<file path="src/rtl/regfile_pkg.sv">
// Shared register-file types for the writeback path: widths, the write request
// struct and a one-hot decode helper.
package regfile_pkg;
  localparam int REG_W      = 32;
  localparam int REG_ADDR_W = 5;
  localparam int NUM_REGS   = 32;

  typedef struct packed {
    logic [REG_ADDR_W-1:0] addr;
    logic [REG_W-1:0]      data;
  } wb_req_t;

  function automatic logic [NUM_REGS-1:0] reg_onehot(input logic [REG_ADDR_W-1:0] a);
    logic [NUM_REGS-1:0] oh;
    oh    = '0;
    oh[a] = 1'b1;
    return oh;
  endfunction
endpackage

</file>
<file path="src/rtl/regfile_wb_arb_if.sv">
// Writeback bus: ALU and mem producer handshakes, the register-file write port
// and the pending-write mask. slave = arbiter side, master = producers/consumer side.
interface regfile_wb_arb_if #(
  parameter int DATA_W = 32,
  parameter int ADDR_W = 5
);
  logic                 alu_valid, alu_ready;
  logic [ADDR_W-1:0]    alu_addr;
  logic [DATA_W-1:0]    alu_data;
  logic                 mem_valid, mem_ready;
  logic [ADDR_W-1:0]    mem_addr;
  logic [DATA_W-1:0]    mem_data;
  logic                 wr_en;
  logic [ADDR_W-1:0]    wr_addr;
  logic [DATA_W-1:0]    wr_data;
  logic [2**ADDR_W-1:0] busy_mask;

  modport master (
    output alu_valid, alu_addr, alu_data, mem_valid, mem_addr, mem_data,
    input  alu_ready, mem_ready, wr_en, wr_addr, wr_data, busy_mask
  );
  modport slave (
    input  alu_valid, alu_addr, alu_data, mem_valid, mem_addr, mem_data,
    output alu_ready, mem_ready, wr_en, wr_addr, wr_data, busy_mask
  );
endinterface

</file>
<file path="src/rtl/wb_fifo.sv">
// Sync FIFO of writeback requests; exposes occupancy and per-slot valid/addr
// so the owner can build a scoreboard mask of queued destinations.
module wb_fifo
  import regfile_pkg::*;
#(
  parameter int DEPTH = 4
) (
  input  logic                                 clk,
  input  logic                                 rst,
  input  logic                                 push_i,
  input  wb_req_t                              push_req_i,
  input  logic                                 pop_i,
  output wb_req_t                              head_o,
  output logic [$clog2(DEPTH):0]               count_o,
  output logic [DEPTH-1:0]                     ent_vld_o,
  output logic [DEPTH-1:0][REG_ADDR_W-1:0]     ent_addr_o
);
  localparam int PW = $clog2(DEPTH);
  localparam int CW = PW + 1;

  wb_req_t        mem_q [DEPTH];
  logic [PW-1:0]  wptr_q, rptr_q;
  logic [CW-1:0]  count_q;

  // Pointers wrap for free because DEPTH is a power of two.
  always_ff @(posedge clk) begin
    if (rst) begin
      wptr_q  <= '0;
      rptr_q  <= '0;
      count_q <= '0;
    end else begin
      if (push_i) wptr_q <= wptr_q + 1'b1;
      if (pop_i)  rptr_q <= rptr_q + 1'b1;
      count_q <= count_q + CW'(push_i) - CW'(pop_i);
    end
  end

  always_ff @(posedge clk) begin
    if (push_i) mem_q[wptr_q] <= push_req_i;
  end

  assign head_o  = mem_q[rptr_q];
  assign count_o = count_q;

  // A slot is live when its distance from the read pointer is below the count.
  for (genvar i = 0; i < DEPTH; i++) begin : g_ent
    logic [PW-1:0] off;
    assign off           = PW'(i) - rptr_q;
    assign ent_vld_o[i]  = ({1'b0, off} < count_q);
    assign ent_addr_o[i] = mem_q[i].addr;
  end
endmodule

</file>
<file path="src/rtl/regfile_wb_arb.sv">
// Register-file writeback arbiter: ALU results direct, mem results via FIFO,
// registered write port and pending-write mask. Optional counters: REGFILE_WB_STATS_EN.
module regfile_wb_arb
  import regfile_pkg::*;
#(
  parameter int FIFO_DEPTH = 4,
  parameter int DATA_W     = REG_W,
  parameter int ADDR_W     = REG_ADDR_W
) (
  input  logic              clk,
  input  logic              rst,
  regfile_wb_arb_if.slave   bus
`ifdef REGFILE_WB_STATS_EN
  ,
  output logic [31:0]       wr_count,
  output logic [31:0]       x0_drop_count
`endif
);
  localparam int CW   = $clog2(FIFO_DEPTH) + 1;
  localparam int NREG = 2**ADDR_W;

  logic [CW-1:0]                          count;
  logic                                   full, push, pop, sel_vld;
  wb_req_t                                head, sel;
  logic [FIFO_DEPTH-1:0]                  ent_vld;
  logic [FIFO_DEPTH-1:0][REG_ADDR_W-1:0]  ent_addr;
  logic                                   wr_en_q, wr_en_d;
  logic [ADDR_W-1:0]                      wr_addr_q, wr_addr_d;
  logic [DATA_W-1:0]                      wr_data_q, wr_data_d;
  logic [NREG-1:0]                        busy_d;

  assign full          = (count == CW'(FIFO_DEPTH));
  assign bus.alu_ready = !full;
  assign bus.mem_ready = !full;
  assign push          = bus.mem_valid && !full;

  wb_fifo #(.DEPTH(FIFO_DEPTH)) u_fifo (
    .clk        (clk),
    .rst        (rst),
    .push_i     (push),
    .push_req_i ('{addr: bus.mem_addr, data: bus.mem_data}),
    .pop_i      (pop),
    .head_o     (head),
    .count_o    (count),
    .ent_vld_o  (ent_vld),
    .ent_addr_o (ent_addr)
  );

  // A full FIFO forcibly drains one entry, which guarantees the ALU wins next cycle.
  always_comb begin
    pop     = 1'b0;
    sel_vld = 1'b0;
    sel     = head;
    if (full) begin
      pop     = 1'b1;
      sel_vld = 1'b1;
    end else if (bus.alu_valid) begin
      sel_vld = 1'b1;
      sel     = '{addr: bus.alu_addr, data: bus.alu_data};
    end else if (count != '0) begin
      pop     = 1'b1;
      sel_vld = 1'b1;
    end
  end

  always_comb begin
    wr_en_d   = sel_vld && (sel.addr != '0);
    wr_addr_d = sel_vld ? sel.addr : wr_addr_q;
    wr_data_d = sel_vld ? sel.data : wr_data_q;
  end

  always_ff @(posedge clk) begin
    if (rst) begin
      wr_en_q   <= 1'b0;
      wr_addr_q <= '0;
      wr_data_q <= '0;
    end else begin
      wr_en_q   <= wr_en_d;
      wr_addr_q <= wr_addr_d;
      wr_data_q <= wr_data_d;
    end
  end

  assign bus.wr_en   = wr_en_q;
  assign bus.wr_addr = wr_addr_q;
  assign bus.wr_data = wr_data_q;

  always_comb begin
    busy_d = '0;
    for (int i = 0; i < FIFO_DEPTH; i++)
      if (ent_vld[i]) busy_d = busy_d | reg_onehot(ent_addr[i]);
    if (wr_en_q) busy_d = busy_d | reg_onehot(wr_addr_q);
    busy_d[0] = 1'b0;
  end
  assign bus.busy_mask = busy_d;

`ifdef REGFILE_WB_STATS_EN
  logic [31:0] wr_cnt_q, x0_cnt_q;

  always_ff @(posedge clk) begin
    if (rst) begin
      wr_cnt_q <= '0;
      x0_cnt_q <= '0;
    end else begin
      if (wr_en_q && (wr_cnt_q != '1)) wr_cnt_q <= wr_cnt_q + 1'b1;
      if (sel_vld && (sel.addr == '0) && (x0_cnt_q != '1)) x0_cnt_q <= x0_cnt_q + 1'b1;
    end
  end

  assign wr_count      = wr_cnt_q;
  assign x0_drop_count = x0_cnt_q;
`endif
endmodule

</file>
<file path="src/flat_wrapper.sv">
// flat-port wrapper written by rule: the top's interface ports become plain ports
module regfile_wb_arb_flat import regfile_pkg::*;
#(
  parameter int FIFO_DEPTH = 4,
  parameter int DATA_W     = REG_W,
  parameter int ADDR_W     = REG_ADDR_W
)
  (clk, rst, bus_alu_valid, bus_alu_addr, bus_alu_data, bus_mem_valid, bus_mem_addr, bus_mem_data, bus_alu_ready, bus_mem_ready, bus_wr_en, bus_wr_addr, bus_wr_data, bus_busy_mask);
  regfile_wb_arb_if #(.DATA_W(DATA_W), .ADDR_W(ADDR_W)) bus_i ();
  input  logic clk;
  input  logic rst;
  input wire logic [$bits(bus_i.alu_valid)-1:0] bus_alu_valid;
  input wire logic [$bits(bus_i.alu_addr)-1:0] bus_alu_addr;
  input wire logic [$bits(bus_i.alu_data)-1:0] bus_alu_data;
  input wire logic [$bits(bus_i.mem_valid)-1:0] bus_mem_valid;
  input wire logic [$bits(bus_i.mem_addr)-1:0] bus_mem_addr;
  input wire logic [$bits(bus_i.mem_data)-1:0] bus_mem_data;
  output wire logic [$bits(bus_i.alu_ready)-1:0] bus_alu_ready;
  output wire logic [$bits(bus_i.mem_ready)-1:0] bus_mem_ready;
  output wire logic [$bits(bus_i.wr_en)-1:0] bus_wr_en;
  output wire logic [$bits(bus_i.wr_addr)-1:0] bus_wr_addr;
  output wire logic [$bits(bus_i.wr_data)-1:0] bus_wr_data;
  output wire logic [$bits(bus_i.busy_mask)-1:0] bus_busy_mask;
  assign bus_i.alu_valid = bus_alu_valid;
  assign bus_i.alu_addr = bus_alu_addr;
  assign bus_i.alu_data = bus_alu_data;
  assign bus_i.mem_valid = bus_mem_valid;
  assign bus_i.mem_addr = bus_mem_addr;
  assign bus_i.mem_data = bus_mem_data;
  assign bus_alu_ready = bus_i.alu_ready;
  assign bus_mem_ready = bus_i.mem_ready;
  assign bus_wr_en = bus_i.wr_en;
  assign bus_wr_addr = bus_i.wr_addr;
  assign bus_wr_data = bus_i.wr_data;
  assign bus_busy_mask = bus_i.busy_mask;
  regfile_wb_arb #(.FIFO_DEPTH(FIFO_DEPTH), .DATA_W(DATA_W), .ADDR_W(ADDR_W)) u_core (.clk(clk), .rst(rst), .bus(bus_i));
endmodule
</file>
<file path="config.mk">
export PLATFORM = sky130hd
export DESIGN_NAME = regfile_wb_arb_flat
export DESIGN_NICKNAME = d
export VERILOG_FILES = /design/src/rtl/regfile_pkg.sv /design/src/rtl/regfile_wb_arb_if.sv /design/src/rtl/wb_fifo.sv /design/src/rtl/regfile_wb_arb.sv /design/src/flat_wrapper.sv
export SDC_FILE = /design/constraint.sdc
export NUM_CORES = 1
export LEC_CHECK = 0
export BUFFER_PORTS_ARGS = -buffer_cell sky130_fd_sc_hd__buf_2
export CAP_MARGIN = 20
export CELL_PAD_IN_SITES_DETAIL_PLACEMENT = 1
export CELL_PAD_IN_SITES_GLOBAL_PLACEMENT = 2
export CORE_ASPECT_RATIO = 1.2
export CORE_MARGIN = 1.5
export CORE_UTILIZATION = 35
export DETAILED_ROUTE_END_ITERATION = 10
export PLACE_DENSITY = 0.77
export SLEW_MARGIN = 40
export SYNTH_ARGS = -nofsm -noshare
export SYNTH_HDL_FRONTEND = slang
export SYNTH_HIERARCHICAL = 1
export SYNTH_SLANG_ARGS = --single-unit
</file>
<file path="constraint.sdc">
create_clock -name clk -period 2.3 [get_ports clk]
set_input_delay 0.46 -clock clk [delete_from_list [all_inputs] [get_ports clk]]
set_output_delay 0.46 -clock clk [all_outputs]
set_load 0.02 [all_outputs]
</file>
==> flow_summary.json <==
{
  "final_util_pct": 43.8,
  "final_max_slew_viol_count": 0,
  "p_leak_uw": 0.00442,
  "synth_top_area_cell": "edfxtp_1",
  "cts_buffer_depth": 2,
  "gp_congestion": 0.870,
  "dr.pass1.iters": 4,
  "power_uw": 13100,
  "area_growth_pct": 23.8,
  "outcome": "complete, but fails checks",
  "vias_per_cell": 5.54,
  "seq_area_frac_synth_pct": 54.7,
  "netlist_area_sq_um": 9850,
  "clk_pin_slew_ns": 0.07,
  "whs_ns": 0.226,
  "grt_first_pass_wirelength_microns": 46400,
  "seq_area_sq_um": 5400,
  "tns_ns": -17.55,
  "grt_pass1_vias": 7946,
  "post-route-drc-count": 0,
  "cts.sinks": 195,
  "synth_edf_count": 148,
  "synthTopCellsByArea": "edfxtp_1, dfxtp_1, mux4_2",
  "portBuffers": 148,
  "worstHoldPathType": "in2reg",
  "synthCells": 792,
  "r2r_cells": 4,
  "ios": 150,
  "layout.nets": 1034,
  "multiInputGateArea_sq_um": 4280,
  "finalInstanceArea_sq_um": 12200,
  "dp_hpwl_microns": 19700,
  "r2r_slack_ns": 0.15,
  "worst_ep_arrival_time_ns": 2.50,
  "grt_usage_pct": 20.9,
  "vias": 7426,
  "r2r_end": "u_core/bus.wr_en",
  "ant_nets": 0,
  "start_util_pct": 35.4,
  "fillers": 2966,
  "timing.rr.start": "u_core/u_fifo/mem_q[3][32]",
  "required_ns": 1.84,
  "endpoint_kind": "output port",
  "synth_top_area_share_pct": 45.1,
  "rsz0062_at_grt": "true",
  "drive_gt1_share_pct": 38.2,
  "syn_nets": 881,
  "grt_max_degree": 77,
  "layout_commonest_cell": "edfxtp_1",
  "critical_path.startpoint": "u_core/u_fifo/rptr_q[0]",
  "worst_slew_pin_slew_ns": 0.619,
  "yosysWarningCount": 6,
  "die_area_sq_um": 29200,
  "placed_area_sq_um": 11200,
  "max_freq_mhz": 337,
  "async_flop_share_pct": 0,
  "dieHeight_microns": 187,
  "antenna_found_initial": 4,
  "drtIter0Drc": 384,
  "cts_buffers": 17,
  "syn_area_per_cell_sq_um": 12.4,
  "p_per_area_nw_per_um2": 1070,
  "ys.flop_type": "edfxtp_1",
  "cts_root_buf": "clkbuf_16",
  "finalWirelength_microns": 29600,
  "slew_headroom_pct": 58.8,
  "crit_type": "reg2out",
  "critPathLaunchType": "flip-flop",
  "fin_crit_sh_pct": 129,
  "grt.overflow.total": 0,
  "cts_tree": "yes",
  "period_needed_ns": 2.96,
  "fp-row-count": 67,
  "crit_fanout": 8,
  "endpoint": "bus_busy_mask[29]",
  "coreArea_sq_um": 27800,
  "setup_viol": 31,
  "clkLatencyLatePin_ns": 0.44,
  "wl_per_cell_microns": 22.0,
  "cap_violations": 0,
  "layout_common_cells": "edfxtp_1, buf_2, nand2_1, o22ai_1, buf_4",
  "fin_ws_ns": -0.663,
  "synth-seq-cells": 195,
  "die_width_microns": 156,
  "yosysUniqueCellTypes": 50,
  "finalHoldViolations": 0,
  "failed_checks": "setup timing",
  "ir_worst_vdd_v": 0.000599,
  "hold_start": "bus_mem_data[28]",
  "postCtsHoldBufs": 0,
  "clock_skew_ns": 0.00921,
  "htree_levels": 4
}
[cells in the mapped netlist (all sizes together) (7+ instances only)]
| library cell | number |
|---|---|
| edfxtp | 148 |
| nand2 | 96 |
| o22ai | 61 |
| buf | 49 |
| nand2b | 48 |
| dfxtp | 47 |
| a21oi | 42 |
| a221o | 37 |
| mux4 | 37 |
| clkbuf | 26 |
| a22oi | 22 |
| nand3 | 19 |
| nor2 | 19 |
| nand4b | 14 |
| nor2b | 12 |
| or3 | 11 |
| ha | 10 |
| inv | 9 |
| nor3 | 8 |
| nor4bb | 8 |
| and2 | 7 |
| and4bb | 7 |
| nand4 | 7 |
[registers in the layout, summed over array words and instances, names as in the netlist, named ones only]
signal,count
u_core/bus.wr_data,32
u_core/u_fifo/wptr_q,2
u_core/bus.wr_en,1
u_core/bus.wr_addr,5
u_core/u_fifo/count_o,3
u_core/u_fifo/rptr_q,2
u_core/u_fifo/mem_q,148
[how the worst min path moves through the flow]
stage          slack (ns)                    endpoint  cells after the start
2_1_floorplan        0.51     u_core/u_fifo/wptr_q[1]                      2
4_1_cts              0.20  u_core/u_fifo/mem_q[2][28]                      1
3_3_place_gp         0.47      u_core/bus.wr_data[30]                      1
3_5_place_dp         0.47      u_core/bus.wr_data[30]                      1
6_report             0.23  u_core/u_fifo/mem_q[2][28]                      1
5_1_grt              0.22  u_core/u_fifo/mem_q[2][28]                      1
[routing by layer]
layer | vias up | track usage [%] | wire (microns)
li1 | 3413 | - | -
met1 | 3764 | 25.7 | 12300
met2 | 203 | 36.5 | 15100
met3 | 42 | 4.37 | 1610
met4 | 4 | 6.26 | 527
met5 | - | 0 | 27
[where the power goes]
part | leakage (uW) | internal [uW] | switching, uW
Sequential | 0.00175 | 4410 | 481
Combinational | 0.00239 | 2290 | 2870
Clock | 0.000287 | 1630 | 1380
[cell type report]
type,instances,share of cell area (%)
flip-flops and latches,195,44.2
multi-input cells,513,35.1
repair buffers,209,11.5
well taps,379,3.89
clock buffers,17,3.49
clock inverters,15,1.43
inverters,9,0.318
diodes,4,0.0821
[per-stage QoR]
step,std cells,setup slack (ns)
4_1_cts,1336,-0.675
2_1_floorplan,792,-0.111
6_report,1341,-0.663
3_5_place_dp,1299,-0.379
5_1_grt,1337,-0.786
3_3_place_gp,1299,-0.379
[critical path, stage by stage, from the launching register on]
cell     delay (ns)
dfxtp_2        0.34
xnor2_2        0.17
inv_1          0.06
ha_1           0.28
a21oi_2        0.05
or2_4          0.26
nand4_1        0.16
buf_4          0.16
o22ai_1        0.08
or3_1          0.32
buf_2          0.17
[cell families after synthesis]
family | share of synthesized area [%]
and+or+nand+nor | 15.8
adders and majority gates | 1.47
DFF | 54.7
muxes | 8.83
buffers and inverters | 5.13
AOI/OAI and AO/OA | 13.5
other | 0.0381
xor gates and xnor gates | 0.533
[what timing repair did]
action                     in CTS  in global routing
pin swaps                      24                  7
hold endpoints to repair        0                  0
setup buffers                   6                  1
setup endpoints to repair      31                 31
gates resized for setup        56                 20
Note: power is estimated with default switching activity, not from simulation.
